$ cat src/rtl/rr_arbiter4_pkg.sv
// Shared constants and types for the 4-way round-robin arbiter.
// Holds requester count, grant index width and the FSM state encoding.
package rr_arbiter4_pkg;

    localparam int NUM_REQ = 4;
    localparam int ID_W    = 2;

    typedef enum logic {
        IDLE = 1'b0,
        BUSY = 1'b1
    } state_t;

endpackage

$ cat src/rtl/rr_arbiter4_pick.sv
// rr_pick4: combinational rotating-priority selector.
// Ports: req[3:0], ptr[1:0] in; one-hot pick[3:0], pick_id[1:0] out.
module rr_pick4
    import rr_arbiter4_pkg::*;
(
    input  logic [NUM_REQ-1:0] req,
    input  logic [ID_W-1:0]    ptr,
    output logic [NUM_REQ-1:0] pick,
    output logic [ID_W-1:0]    pick_id
);

    logic [ID_W-1:0] idx;
    logic            found;

    // Scan ptr, ptr+1, ptr+2, ptr+3 (mod 4); first set request wins.
    always_comb begin
        pick    = '0;
        pick_id = '0;
        found   = 1'b0;
        idx     = '0;
        for (int k = 0; k < NUM_REQ; k++) begin
            idx = ptr + ID_W'(k);
            if (!found && req[idx]) begin
                found     = 1'b1;
                pick_id   = idx;
                pick[idx] = 1'b1;
            end
        end
    end

endmodule

$ cat src/rtl/rr_arbiter4.sv
// rr_arbiter4: 4-requester round-robin arbiter with registered grants.
// Ports: clk, rst (async high), req[3:0] in; gnt[3:0], gnt_id[1:0],
// gnt_valid out. Macro RR_ARB_TIMEOUT_EN enables MAX_HOLD revocation.
module rr_arbiter4
    import rr_arbiter4_pkg::*;
#(
    parameter int MAX_HOLD = 8
) (
    input  logic               clk,
    input  logic               rst,
    input  logic [NUM_REQ-1:0] req,
    output logic [NUM_REQ-1:0] gnt,
    output logic [ID_W-1:0]    gnt_id,
    output logic               gnt_valid
);

    generate
        if (MAX_HOLD < 1 || MAX_HOLD > 255) begin : g_bad_max_hold
            $error("MAX_HOLD out of range 1..255");
        end
    endgenerate

    state_t             state;
    state_t             state_nxt;
    logic [ID_W-1:0]    ptr;
    logic [ID_W-1:0]    ptr_nxt;
    logic [NUM_REQ-1:0] gnt_nxt;
    logic [ID_W-1:0]    gnt_id_nxt;
    logic               gnt_valid_nxt;
    logic               new_grant;

    logic [NUM_REQ-1:0] pick_req;
    logic [NUM_REQ-1:0] pick;
    logic [ID_W-1:0]    pick_id;
    logic               owner_req;
    logic               others;

    // While busy the owner is masked out so a revocation never
    // re-selects it; when the owner has dropped this equals req.
    assign pick_req  = (state == BUSY) ? (req & ~gnt) : req;
    assign owner_req = req[gnt_id];
    assign others    = |(req & ~gnt);

    rr_pick4 u_pick (
        .req     (pick_req),
        .ptr     (ptr),
        .pick    (pick),
        .pick_id (pick_id)
    );

`ifdef RR_ARB_TIMEOUT_EN
    logic [7:0] hold;
    logic       expired;

    assign expired = (hold == 8'(MAX_HOLD));

    always_ff @(posedge clk or posedge rst) begin
        if (rst) begin
            hold <= '0;
        end else if (new_grant) begin
            hold <= '0;
        end else if (state == BUSY && !expired) begin
            hold <= hold + 8'd1;
        end
    end
`else
    logic expired;

    assign expired = 1'b0;
`endif

    always_comb begin
        state_nxt     = state;
        ptr_nxt       = ptr;
        gnt_nxt       = gnt;
        gnt_id_nxt    = gnt_id;
        gnt_valid_nxt = gnt_valid;
        new_grant     = 1'b0;
        unique case (state)
            IDLE: begin
                if (|req) begin
                    new_grant = 1'b1;
                end
            end
            BUSY: begin
                if (owner_req) begin
                    if (expired && others) begin
                        new_grant = 1'b1;
                    end
                end else if (others) begin
                    new_grant = 1'b1;
                end else begin
                    state_nxt     = IDLE;
                    gnt_nxt       = '0;
                    gnt_id_nxt    = '0;
                    gnt_valid_nxt = 1'b0;
                end
            end
            default: begin
                state_nxt = IDLE;
            end
        endcase
        if (new_grant) begin
            state_nxt     = BUSY;
            gnt_nxt       = pick;
            gnt_id_nxt    = pick_id;
            gnt_valid_nxt = 1'b1;
            ptr_nxt       = pick_id + ID_W'(1);
        end
    end

    always_ff @(posedge clk or posedge rst) begin
        if (rst) begin
            state     <= IDLE;
            ptr       <= '0;
            gnt       <= '0;
            gnt_id    <= '0;
            gnt_valid <= 1'b0;
        end else begin
            state     <= state_nxt;
            ptr       <= ptr_nxt;
            gnt       <= gnt_nxt;
            gnt_id    <= gnt_id_nxt;
            gnt_valid <= gnt_valid_nxt;
        end
    end

endmodule

$ cat config.mk
export PLATFORM = sky130hd
export DESIGN_NAME = rr_arbiter4
export DESIGN_NICKNAME = d
export VERILOG_FILES = /design/src/rtl/rr_arbiter4_pkg.sv /design/src/rtl/rr_arbiter4_pick.sv /design/src/rtl/rr_arbiter4.sv
export SDC_FILE = /design/constraint.sdc
export NUM_CORES = 1
export LEC_CHECK = 0
export BUFFER_PORTS_ARGS = -buffer_cell sky130_fd_sc_hd__buf_4
export CAP_MARGIN = 20
export CELL_PAD_IN_SITES_DETAIL_PLACEMENT = 1
export CELL_PAD_IN_SITES_GLOBAL_PLACEMENT = 1
export CORE_MARGIN = 4
export CORE_UTILIZATION = 25
export CTS_CLUSTER_DIAMETER = 30
export DETAILED_ROUTE_END_ITERATION = 8
export PLACE_DENSITY = 0.53
export SLEW_MARGIN = 5
export SYNTH_ARGS = -nofsm -noshare
export SYNTH_HDL_FRONTEND = slang
export SYNTH_SLANG_ARGS = --single-unit
$ cat constraint.sdc
create_clock -name clk -period 2.8 [get_ports clk]
set_input_delay 0.28 -clock clk [delete_from_list [all_inputs] [get_ports clk]]
set_output_delay 0.28 -clock clk [all_outputs]
set_load 0.02 [all_outputs]
# Word level (Yosys, flattened, before mapping)
# Cells that the tools add are included.
[totals] out_inout_bits=7 latch_bits=0 mem_bits_ro=0 mem_bits_rw=0 wordCells=89 memories=0 regBits=10
[op_classes] n_lt_le_gt_ge=9 n_div=0 add_sub_neg=4 reduce_logical=14 eq_ne=2 n_shift=0 n_mux=49 n_bitwise=6 multipliers=0
[ops] cell="2-to-1 mux 4 bit" count=9
[ops] cell="2-to-1 mux 1 bit" count=22
[ops] cell="2-to-1 mux 2 bit" count=8
[ops] cell="< comparator 2 x 3 -> 1 bit (second input constant)" count=5
[ops] cell="OR 4 bit" count=3
[ops] cell="binary-select mux 1 bit (select 2 bit)" count=5
[ops] cell="demux 1 bit (select 2 bit)" count=4
[ops] cell="greater-or-equal comparator 2 x 1 -> 1 bit (second input constant)" count=4
[ops] cell="OR reduction 4 bit" count=2
[ops] cell="logical AND 1 bit" count=7
[ops] cell="adder 2 x 1 -> 2 bit (second input constant)" count=2
[ops] cell="adder 2 bit (second input constant)" count=2
[ops] cell="bitwise AND 4 bit" count=1
[ops] cell="inequality test 2 bit (second input constant)" count=2
[ops] cell="NOT 4 bit" count=1
[ops] cell="zero test 1 bit" count=3
[ops] cell="AND reduction 3 bit" count=1
[ops] cell="one-hot mux 1 bit (2 select lines)" count=1
[ops] cell="nonzero test 2 bit" count=1
[ops] cell="NOT 1 bit" count=1

# Logic depth before layout (Yosys ltp)
# Gate-level depths: netlist of run 1.
[depth] ltp_word=16 ltp_mapped=9 ltp_nobuf=8

# By module
# A second synthesis of run 1 with hierarchy kept.
[unflattened] hier_cells=104 area_unflattened_um2=1032.2
[modules_own_cells] module="rr_arbiter4" instances=1 area_per_inst_um2=543.0 seq_area_each_um2=250.2 cells_each=39
[modules_own_cells] module="rr_pick4" instances=1 area_per_inst_um2=489.2 seq_area_each_um2=0.0 cells_each=65

# Least setup slack after synthesis of run 1
# Ideal clock, no wire load.
[synth_timing] kind="flip-flop to flip-flop" from="reg ptr[0]" to="reg ptr[1]" t_arrival_ns=1.966 stages_incl_launch_ff=10 required_ns=2.679 n_path_buf=1 path_slack_ns=0.712 setup_time_ns=0.121 cell_sequence="dfrtp_1 -> buf_4 -> inv_2 -> ha_1 -> inv_1 -> mux4_2 -> nor2_4 -> a2bb2oi_2 -> xnor2_1 -> o21ai_1"
[synth_via] elab_chain_cells=13 elab_cells_between_ends=25 classes_between="add/sub (4); mux (15); reduce/logical (6)"
[synth_rtl] element="from (decl)" line="rr_arbiter4.sv:25" text="logic [ID_W-1:0] ptr;"
[synth_rtl] element="from (signal assigned)" line="rr_arbiter4.sv:121" text="ptr <= ptr_nxt;"
[synth_rtl] element="parallel branches: the longest is 11 deep, another holds adder 2 x 1 -> 2 bit"
[synth_rtl] element="2-to-1 mux 2 bit *" line="rr_arbiter4_pick.sv:23" text="if (!found && req[idx]) begin"
[synth_rtl] element="adder 2 x 1 -> 2 bit *" line="rr_arbiter4.sv:108" text="ptr_nxt = pick_id + ID_W'(1);"
# Mark *: on every way between the ends. The select of a mux whose other input is x is not followed.
# A chain may end at the register's enable or synchronous reset.

# Final worst setup path of run 1
[layout_timing] from="reg state" to="reg ptr[1]"
[layout_via] elab_chain_cells=14 elab_cells_between_ends=25 classes_between="add/sub (1); mux (17); bitwise (1); reduce/logical (6)"
[layout_rtl] element="from (decl)" line="rr_arbiter4.sv:23" text="state_t state;"
[layout_rtl] element="from (signal assigned)" line="rr_arbiter4.sv:120" text="state <= state_nxt;"
[layout_rtl] element="2-to-1 mux 4 bit" line="rr_arbiter4.sv:40" text="assign pick_req = (state == BUSY) ? (req & ~gnt) : req;"
[layout_rtl] element="binary-select mux 1 bit (select 2 bit)" line="rr_arbiter4_pick.sv:23"
[layout_rtl] element="2-to-1 mux 1 bit (not written as such)" line="rr_arbiter4_pick.sv:23"
[layout_rtl] element="2-to-1 mux 1 bit" line="rr_arbiter4_pick.sv:23"
[layout_rtl] element="zero test 1 bit" line="rr_arbiter4_pick.sv:23"
[layout_rtl] element="logical AND 1 bit" line="rr_arbiter4_pick.sv:23"
[layout_rtl] element="2-to-1 mux 1 bit" line="rr_arbiter4_pick.sv:23"
[layout_rtl] element="zero test 1 bit" line="rr_arbiter4_pick.sv:23"
[layout_rtl] element="logical AND 1 bit" line="rr_arbiter4_pick.sv:23"
[layout_rtl] element="2-to-1 mux 1 bit" line="rr_arbiter4_pick.sv:23"
[layout_rtl] element="zero test 1 bit" line="rr_arbiter4_pick.sv:23"
[layout_rtl] element="logical AND 1 bit" line="rr_arbiter4_pick.sv:23"
[layout_rtl] element="2-to-1 mux 2 bit" line="rr_arbiter4_pick.sv:23"
[layout_rtl] element="adder 2 x 1 -> 2 bit" line="rr_arbiter4.sv:108"
# Several ways; a longest one is shown, not always the timed one. The select of a mux whose other input is x is not followed.

==> metrics.md, run 1 <==
| Metric | Value |
|---|---|
| Outcome | completed |
| Dpl hpwl | around 2.1 mm |
| CTS tree | yes |
| Number of DRC markers in iteration 0 | 17 |
| DR WL/cell | 16.5 um |
| Sequential element share of the synthesized area | 0.262 |
| Required @ worst endpoint | around 2.9 ns |
| First-pass GRT wire length | 4.36 mm |
| Syn_area_per_cell | about 10 sq um |
| Async S/R FF share, synth | 1.00 |
| Worst min path class | input port to asynchronous set/reset pin |
| Initial antenna violation count | 0 |
| Pwr/cell area | 1200 nW/um^2 |
| Final TNS setup | 0 ns |
| Post-synth top area share | 0.262 |
| RSZ-0062 raised after global routing | no |
| Top-Level Pins | 13 |
| I/O Buffers | 12 |
| DR vias | 839 |
| CTS Hold Bufs | 0 |
| Final Hold Violating Endpoints | 0 |
| # H-tree levels | 1 |
| Area delta synth->final | 19.9% |
| Reg2reg path depth | 6 |
| Leakage power | 0.508 nW |
| Clk_lat worst skew | 0.24 ns |
| Inserted Clock Buffers | 3 |
| Final GP Congestion | 0.778 |
| Crit. End Element | register |
| DR vias/cell | 5.21 |
| Starting density of the core | 0.259 |
| Worst reg2reg setup slack | 0.58 ns |
| Die Y | ~70 um |
| Resized Gates After CTS | 0 |
| Startpoint of the worst register-to-register path | state |
| Register area | 250 sq um |
| Worst Skew | about 0.0052 ns |
| Arrival time worst endpoint | about 2.3 ns |
| Max clock buf depth | 2 |
| Syn Nets | 112 |
| CP Max Fanout | 13 |
| Worst slew pin tran | 0.565 ns |
| DRT Wirelength | 2.65 mm |
| Syn Inst Count | 98 |
| Cell area after layout | around 1100 sq um |
| Share of cells above drive strength 1 | 0.257 |
| Area after DPL | about 1100 sq um |
| Global-route total usage across every layer | 0.111 |
| Fin. max-slew vios | 0 |
| Die width | approximately 70 um |
| Crit path kind | register to register |
| Post-Syn Area | 955 sq um |
| Number of synthesized flops with an enable pin | 0 |
| GRT Residual Overflow | 0 |
| Final #Nets | 128 |
| Vias in the first global route | 832 |
| Dominant cells by area after synthesis | dfrtp_1 (26%), ha_1 (10%), mux4_2 (7.1%) |
| Post-synth top cells | dfrtp_1 (10), ha_1 (8) |
| Core Rows | 22 |
| Number of max-cap violations | 0 |
| Cell taking the most area after synthesis | dfrtp_1 |
| Root buf cell | clkbuf_8 |
| Reg clk slew, reported paths | 0.05 ns |
| Tmin final | 2.22 ns |
| Core ar. | 3690 sq um |
| Synth cell types | 36 |
| Post-DRT Antenna Nets | 0 |
| Worst r2r dst | ptr[1] |
| Die Area | 4870 sq um |
| TritonRoute pass-1 iters | 4 |
| FILL cells | 445 |
| Top-count cell post-synth | dfrtp_1 |
| Max Fclk | 451 MHz |
| VDD IR max | 503 uV |
| Clock sinks | 10 |
| Postcts setup bufs | 0 |
| Critical path launch point type | register |
| # setup viols final | 0 |
| Ant diodes | 0 |
| Final period utilization | 0.792 |
| Area of the multi-input gates | 641 sq um |
| Largest net degree at the start of global routing | 14 |
| Yosys warnings | 0 |
| Ys flop type | dfrtp_1 |
| #FFs+latches synth | 10 |
| Residual DRC | 0 |
| Relative slew slack | 0.612 |
## critical path, cell delays in order, from the launching register on
cell	delay (ns)
dfrtp_1	0.55
a21boi_0	0.20
mux4_2	0.60
a211oi_1	0.34
a2bb2oi_2	0.13
xnor2_1	0.18
o21ai_1	0.08
## registers in the layout (all words and copies together) (netlist names)
signal,count
gnt,4
gnt_id,2
ptr,2
gnt_valid,1
state,1
## logic make-up (layout without fill, tap and decap cells)
kind of cell	Yosys count	in the layout	synth area share
multiplexers	8	8	0.123
XOR/XNOR	1	1	0.00918
buffers and inverters	12	27	0.0668
flip-flops	10	10	0.262
AND/OR/NAND/NOR	15	15	0.0786
AO/OA/AOI/OAI	44	44	0.355
adder cells (fa/ha/maj)	8	8	0.105
## cell type report
cell class / instances / area share
clock buffers: 4 / 0.0481
well taps: 48 / 0.0525
repair buffers: 14 / 0.0918
inverters: 9 / 0.0295
multi-input cells: 76 / 0.560
flip-flops and latches: 10 / 0.219
## cells in the final DEF, fill, tap and decap left out, types with 3 or more instances in the layout
| cell type | n |
|---|---|
| buf_4 | 14 |
| o21ai_0 | 7 |
| a22oi_1 | 4 |
| o211ai_1 | 4 |
| nand2_1 | 7 |
| mux2i_1 | 5 |
| dfrtp_1 | 10 |
| mux4_2 | 3 |
| a221o_1 | 4 |
| ha_1 | 8 |
| a21oi_1 | 7 |
| clkbuf_8 | 4 |
| inv_1 | 7 |
## how the worst max path moves through the flow
| stage | startpoint | end | slack [ns] | cells past startpoint |
|---|---|---|---|---|
| after floorplan | ptr[0] | ptr[1] | 0.71 | 9 |
| after global placement | state | gnt[2] | 0.65 | 6 |
| after detailed placement | state | ptr[1] | 0.60 | 6 |
| after CTS | state | ptr[1] | 0.58 | 6 |
| after global routing | state | ptr[1] | 0.44 | 6 |
| final | state | ptr[1] | 0.58 | 6 |
## where the power goes
| group | total (mW) | internal, mW | switching (mW) |
|---|---|---|---|
| Sequential | 0.262 | 0.203 | 0.0589 |
| Combinational | 0.929 | 0.379 | 0.550 |
| Clock | 0.183 | 0.124 | 0.0589 |
| Total | 1.37 | 0.706 | 0.667 |
## routing by layer
layer,vias to the layer above,part of all wire,global-route usage
li1,404,-,-
met1,419,0.50,0.163
met2,14,0.46,0.171
met3,2,0.034,0.0217
met4,0,0.0049,0.0191
met5,-,0,0
## metrics by stage
step	cells	setup WS (ns)	utilization	hold WS [ns]	power (mW)
after global placement	157	0.647	0.295	0.299	1.19
after global routing	161	0.435	0.310	0.0647	1.49
after detailed placement	157	0.603	0.295	0.303	1.19
final	161	0.582	0.310	0.0300	1.37
after floorplan	98	0.712	-	0.120	0.951
after CTS	161	0.585	0.310	0.0490	1.38
Power figures use the tool's default switching activity.
==> run 2, diff against run 1 <==
==> constraint.sdc (replaced) <==
create_clock -name clk -period 2.3 [get_ports clk]
set_input_delay 0.23 -clock clk [delete_from_list [all_inputs] [get_ports clk]]
set_output_delay 0.23 -clock clk [all_outputs]
set_load 0.02 [all_outputs]
==> metrics.md, run 2 (synthesis gave the netlist of run 1 again) <==
| Metric | Value |
|---|---|
| Sequential power share | 0.194 (was 0.191) |
| Die width | 69.8 um (unchanged) |
| Top-Level Pins | 13 (unchanged) |
| Area delta synth->final | 22.8% (was 19.9%) |
| GR met1 Demand/Resource | 0.159 (was 0.163) |
| Leakage power | 0.524 nW (was 0.508 nW) |
| Ant diodes | 0 (unchanged) |
| DR vias | 869 (was 839) |
| VDD IR max | 570 uV (was 503 uV) |
| Most common cell after layout, fill and taps aside | buf_4 (unchanged) |
| Int Pwr | 868 uW (was 706 uW) |
| Share of cells above drive strength 1 | 0.282 (was 0.257) |
| Residual DRC | 0 (unchanged) |
| WHS Path Cells | 3 |
| Worst min path class | input port to register (was input port to asynchronous set/reset pin) |
| DR WL/cell | 17.7 um (was 16.5 um) |
| CP Max Fanout | 6 (was 13) |
| Startpoint of the worst register-to-register path | ptr[1] (was state) |
| Dpl hpwl | 2.35 mm (was 2.12 mm) |
| Starting density of the core | 0.259 (unchanged) |
| # H-tree levels | 1 (unchanged) |
| Final period utilization | 0.908 (was 0.792) |
| RSZ-0062 raised after global routing | no (unchanged) |
| # setup viols final | 0 (unchanged) |
| Largest net degree at the start of global routing | 14 (unchanged) |
| TritonRoute pass-1 iters | 4 (unchanged) |
| Initial antenna violation count | 0 (unchanged) |
| Worst Hold Launch | req[2] |
| Logic pwr share | 0.705 (was 0.676) |
| Tmin final | 2.09 ns (was 2.22 ns) |
| Critical path launch point type | register (unchanged) |
| Most used routing layer | met2 (unchanged) |
| First-pass GRT wire length | 5.04 mm (was 4.36 mm) |
| Max Fclk | 479 MHz (was 451 MHz) |
| Die Area | 4870 sq um (unchanged) |
| Die Y | 69.8 um (unchanged) |
| Inserted Clock Buffers | 3 (unchanged) |
| Most frequent cells in the layout | buf_4 (18), dfrtp_1 (9), ha_1 (8) (was buf_4 (14), dfrtp_1 (10), ha_1 (8)) |
| Vias in the first global route | 988 (was 832) |
| Pwr/cell area | 1440 nW/um^2 (was 1200 nW/um^2) |
| Critical path launch point | ptr[1] (was state) |
| Final TNS setup | 0 ns (unchanged) |
| Relative slew slack | 0.733 (was 0.612) |
| Met2 Resource Use GR | 0.235 (was 0.171) |
| Outcome | completed (unchanged) |
| CTS tree | yes (unchanged) |
| Post-DRT Antenna Nets | 0 (unchanged) |
| Reg clk slew, reported paths | 0.04 ns (was 0.05 ns) |
| DR vias/cell | 5.27 (was 5.21) |
| Number of DRC markers in iteration 0 | 27 (was 17) |
| DRT Wirelength | 2.92 mm (was 2.65 mm) |
| Final #Nets | 133 (was 128) |
| Clk_lat worst skew | 0.23 ns (was 0.24 ns) |
| GRT Residual Overflow | 0 (unchanged) |
| I/O Buffers | 12 (unchanged) |
| Worst slew pin tran | 0.390 ns (was 0.565 ns) |
| Clock sinks | 10 (unchanged) |
| Core ar. | 3690 sq um (unchanged) |
| Met3 Usage GRT | 0.0232 (was 0.0217) |
| Max clock buf depth | 2 (unchanged) |
| Switching part of the total power | 0.486 (about the same) |
| Design Power | 1.69 mW (was 1.37 mW) |
| Global-route total usage across every layer | 0.128 (was 0.111) |
| Register area | 251 sq um (was 250 sq um) |
| Final GP Congestion | 0.773 (was 0.778) |
| Worst Skew | 0.00398 ns (was 0.00525 ns) |
| Number of max-cap violations | 0 (unchanged) |
| Final Hold Violating Endpoints | 0 (unchanged) |
| Postcts setup bufs | 0 (unchanged) |
| Fin. max-slew vios | 0 (unchanged) |
| Clock power share | 0.101 (was 0.133) |
| Root buf cell | clkbuf_8 (unchanged) |
| Crit. End Element | register (unchanged) |
| Max reg flops | 4 (unchanged) |
| Regs by FF count | gnt x4, gnt_id x2, ptr x2 (unchanged) |
| FILL cells | 445 (unchanged) |
| Area of the multi-input gates | 641 sq um (unchanged) |
| Required @ worst endpoint | 2.41 ns (was 2.91 ns) |
| Core Rows | 22 (unchanged) |
| Biggest register | gnt (unchanged) |
| Arrival time worst endpoint | 2.20 ns (was 2.32 ns) |
| Reg2reg path depth | 8 (was 6) |
| NetSw | 821 uW (was 667 uW) |
| Crit path kind | register to register (unchanged) |
==> run 2: final timing paths <==
path,endpoint,slack (ns)
hold reg to reg,gnt_valid,0.49
setup / recovery,ptr[1],0.21
hold / removal,state,0.41
min in group asynchronous,gnt[1],0.53
max in group asynchronous,state,1.46
setup reg to reg,ptr[1],0.21
==> run 2: critical path: stages, from the launching register on <==
cell       delay, ns
dfrtp_1         0.37
inv_1           0.17
ha_1            0.30
inv_1           0.11
mux4_2          0.40
nor2_4          0.20
a2bb2oi_2       0.20
xnor2_1         0.15
o21ai_1         0.08
==> run 2: per-layer routing <==
layer  wire length, um  vias up
li1                  -      414
met1              1310      441
met2              1540       12
met3                52        2
met4                15        0
met5                 0        -
==> run 2: what timing repair did <==
action                                 in CTS  in global routing
resized for setup                           0                  1
setup endpoints to repair                   0                  2
hold buffers                                1                  0
endpoints found under the hold margin       5                  0
==> run 2: area by class of cell <==
| cell class | count | area share |
|---|---|---|
| Sequential cell | 10 | 0.215 |
| Clock buffer | 3 | 0.0352 |
| Inverter | 9 | 0.0288 |
| Multi-Input combinational cell | 76 | 0.546 |
| Tap cell | 48 | 0.0512 |
| Timing Repair Buffer | 19 | 0.124 |
==> run 2: power by group through the flow <==
stage               sequential, mW  combinational, mW  clock [mW]
floorplan                    0.369              0.789           0
global placement             0.327               1.18           0
detailed placement           0.331               1.19           0
CTS                          0.328               1.20       0.178
global route                 0.338               1.32       0.185
finish                       0.328               1.19       0.171
==> run 2: through the flow <==
stage | setup slack (ns) | cells | area (sq um) | hold slack, ns | util
3_3_place_gp | 0.174 | 161 | 1120 | 0.231 | 0.304
2_1_floorplan | 0.212 | 98 | 955 | 0.0702 | -
5_1_grt | 0.0610 | 165 | 1170 | 0.465 | 0.318
4_1_cts | 0.101 | 165 | 1170 | 0.405 | 0.318
6_report | 0.211 | 165 | 1170 | 0.408 | 0.318
3_5_place_dp | 0.130 | 161 | 1120 | 0.240 | 0.304
==> run 3, diff against run 2 <==
--- a/config.mk
+++ b/config.mk
@@ -9,6 +9,7 @@
 export CAP_MARGIN = 20
 export CELL_PAD_IN_SITES_DETAIL_PLACEMENT = 1
 export CELL_PAD_IN_SITES_GLOBAL_PLACEMENT = 1
+export CORE_ASPECT_RATIO = 0.8
 export CORE_MARGIN = 4
 export CORE_UTILIZATION = 25
 export CTS_CLUSTER_DIAMETER = 30
==> metrics.md, run 3 (synthesis gave the netlist of run 1 again) <==
| Metric | Value |
|---|---|
| Dpl hpwl | 2.33 mm (was 2.35 mm) |
| Starting density of the core | 0.270 (was 0.259) |
| Share of cells above drive strength 1 | 0.308 (was 0.282) |
| Final TNS setup | 0 ns (unchanged) |
| Area after DPL | 1130 sq um (was 1120 sq um) |
| Cell area after layout | 1190 sq um (was 1170 sq um) |
| Arrival time worst endpoint | 2.26 ns (was 2.20 ns) |
| Final worst setup slack | 0.202 ns (was 0.211 ns) |
| Final period utilization | 0.912 (was 0.908) |
| Leakage power | 0.541 nW (was 0.524 nW) |
| FILL cells | 402 (was 445) |
| Ant diodes | 0 (unchanged) |
| Largest net degree at the start of global routing | 14 (unchanged) |
| Final GP Congestion | 0.873 (was 0.773) |
| Initial antenna violation count | 0 (unchanged) |
| Inserted Clock Buffers | 3 (unchanged) |
| # H-tree levels | 1 (unchanged) |
| Biggest register | gnt (unchanged) |
| First-pass GRT wire length | 4.79 mm (was 5.04 mm) |
| DRT Wirelength | 2.81 mm (was 2.92 mm) |
| Vias in the first global route | 907 (was 988) |
| Required @ worst endpoint | 2.46 ns (was 2.41 ns) |
| Root buf cell | clkbuf_8 (unchanged) |
| Dpl ws | 0.112 ns (was 0.130 ns) |
| Crit path largest cell delay | 0.48 ns (was 0.40 ns) |
| Max clock buf depth | 2 (unchanged) |
| Met3 wire len | 112 um (was 52 um) |
| Regs by FF count | gnt x4, gnt_id x2, ptr x2 (unchanged) |
| CP cell instances | a21boi_1 -> mux2i_1 -> or3_1 -> a2111oi_4 -> a221o_1 (was inv_1 -> ha_1 -> inv_1 -> mux4_2 -> nor2_4 -> a2bb2oi_2 -> xnor2_1 -> o21ai_1) |
| Relative slew slack | 0.702 (was 0.733) |
| Final core utilization | 0.337 (was 0.318) |
| CP Max Fanout | 13 (was 6) |
| Final #Nets | 136 (was 133) |
| Max Fclk | 477 MHz (was 479 MHz) |
| # setup viols final | 0 (unchanged) |
| Reg clk slew, reported paths | 0.05 ns (was 0.04 ns) |
| Postcts setup bufs | 0 (unchanged) |
| Post-DRT Antenna Nets | 0 (unchanged) |
| Core Rows | 19 (was 22) |
| Worst min path class | register to register (was input port to register) |
| Critical path launch point type | register (unchanged) |
| Detailed route wirelength on metal2 | 1.14 mm (was 1.54 mm) |
| DR vias/cell | 5.26 (was 5.27) |
| WL met1 | 1.55 mm (was 1.31 mm) |
| Crit path kind | register to register (unchanged) |
| VDD IR max | 468 uV (was 570 uV) |
| Clk_lat worst skew | 0.23 ns (about the same) |
| Die Area | 4880 sq um (was 4870 sq um) |
| Worst slew pin tran | 0.443 ns (was 0.390 ns) |
| CTS tree | yes (unchanged) |
| DR WL/cell | 17.3 um (was 17.7 um) |
| Most frequent cells in the layout | buf_4 (21), dfrtp_1 (9), ha_1 (8) (was buf_4 (18), dfrtp_1 (9), ha_1 (8)) |
| Max reg flops | 4 (unchanged) |
| RSZ-0062 raised after global routing | no (unchanged) |
| I/O Buffers | 12 (unchanged) |
| DR vias | 852 (was 869) |
| Global-route total usage across every layer | 0.123 (was 0.128) |
| Pwr/cell area | 1420 nW/um^2 (was 1440 nW/um^2) |
| Core ar. | 3540 sq um (was 3690 sq um) |
| Fin. max-slew vios | 0 (unchanged) |
| Die Y | 63.3 um (was 69.8 um) |
| Number of DRC markers in iteration 0 | 63 (was 27) |
| Top-Level Pins | 13 (unchanged) |
| Number of max-cap violations | 0 (unchanged) |
| TritonRoute pass-1 iters | 4 (unchanged) |
| Most common cell after layout, fill and taps aside | buf_4 (unchanged) |
| Tmin final | 2.10 ns (was 2.09 ns) |
| Area delta synth->final | 24.9% (was 22.8%) |
| Outcome | completed (unchanged) |
| Worst Skew | 0.00318 ns (was 0.00398 ns) |
| Final Hold Violating Endpoints | 0 (unchanged) |
| GRT Residual Overflow | 0 (unchanged) |
| Crit-path slowest cell | dfrtp_2 (was mux4_2) |
| Worst reg2reg setup slack | 0.20 ns (was 0.21 ns) |
| Clock sinks | 10 (unchanged) |
| Die width | 77.1 um (was 69.8 um) |
| Residual DRC | 0 (unchanged) |
| Top Layer Used | met3 (was met4) |
| Crit. End Element | register (unchanged) |
-- run 3: changes by cell type in the layout (fill, tap and decap cells not counted) --
cell / before / now
a211oi_1: 1 / 0
a211oi_2: 0 / 1
buf_4: 18 / 21
-- run 3: timing repair --
item / in CTS / in global routing
hold endpoints to repair: 10 / 0
setup endpoints to repair: 0 / 3
resized for setup: 0 / 2
hold buffers: 1 / 0
-- run 3: per-stage QoR --
| step | cells | power, mW | hold slack [ns] |
|---|---|---|---|
| 4_1_cts | 162 | 1.71 | 0.493 |
| 3_5_place_dp | 158 | 1.53 | 0.236 |
| 6_report | 162 | 1.70 | 0.482 |
| 3_3_place_gp | 158 | 1.52 | 0.231 |
| 5_1_grt | 162 | 1.87 | 0.537 |
| 2_1_floorplan | 98 | 1.16 | 0.0702 |
-- run 3: layout make-up --
cell class | count | area [sq um] | area share
timing repair buffer | 22 | 168 | 0.141
tap | 42 | 52.6 | 0.0441
clock buffer | 3 | 41.3 | 0.0346
sequential | 10 | 251 | 0.211
inverter | 9 | 33.8 | 0.0283
multi-input combinational | 76 | 646 | 0.541
-- run 3: where the power goes --
part           internal [mW]  switching, mW  leakage, nW
logic                  0.520          0.684        0.397
registers              0.248         0.0717        0.122
clock network          0.114         0.0585       0.0216
total                  0.882          0.814        0.541
-- run 3: final timing paths --
kind | from | endpoint | cells after the start
max reg2reg | state | gnt[3] | 5
min | gnt_valid | gnt_valid | 2
min reg2reg | gnt_valid | gnt_valid | 2
min in group asynchronous | rst | gnt_valid | 3
max in group asynchronous | rst | state | 3
max | state | gnt[3] | 5
-- run 3: per-layer routing --
metal / track usage / up-vias
met5: 0 / -
met4: 0.0200 / 0
met3: 0.0199 / 0
met2: 0.172 / 19
met1: 0.196 / 413
li1: - / 420
-- run 3: worst max-delay path: cells and delay by family (launching register included) --
| kind | cells | cell delay [ns] |
|---|---|---|
| flip-flops | 1 | 0.48 |
| AO/OA/AOI/OAI | 3 | 0.94 |
| AND/OR/NAND/NOR | 1 | 0.39 |
| multiplexers | 1 | 0.21 |
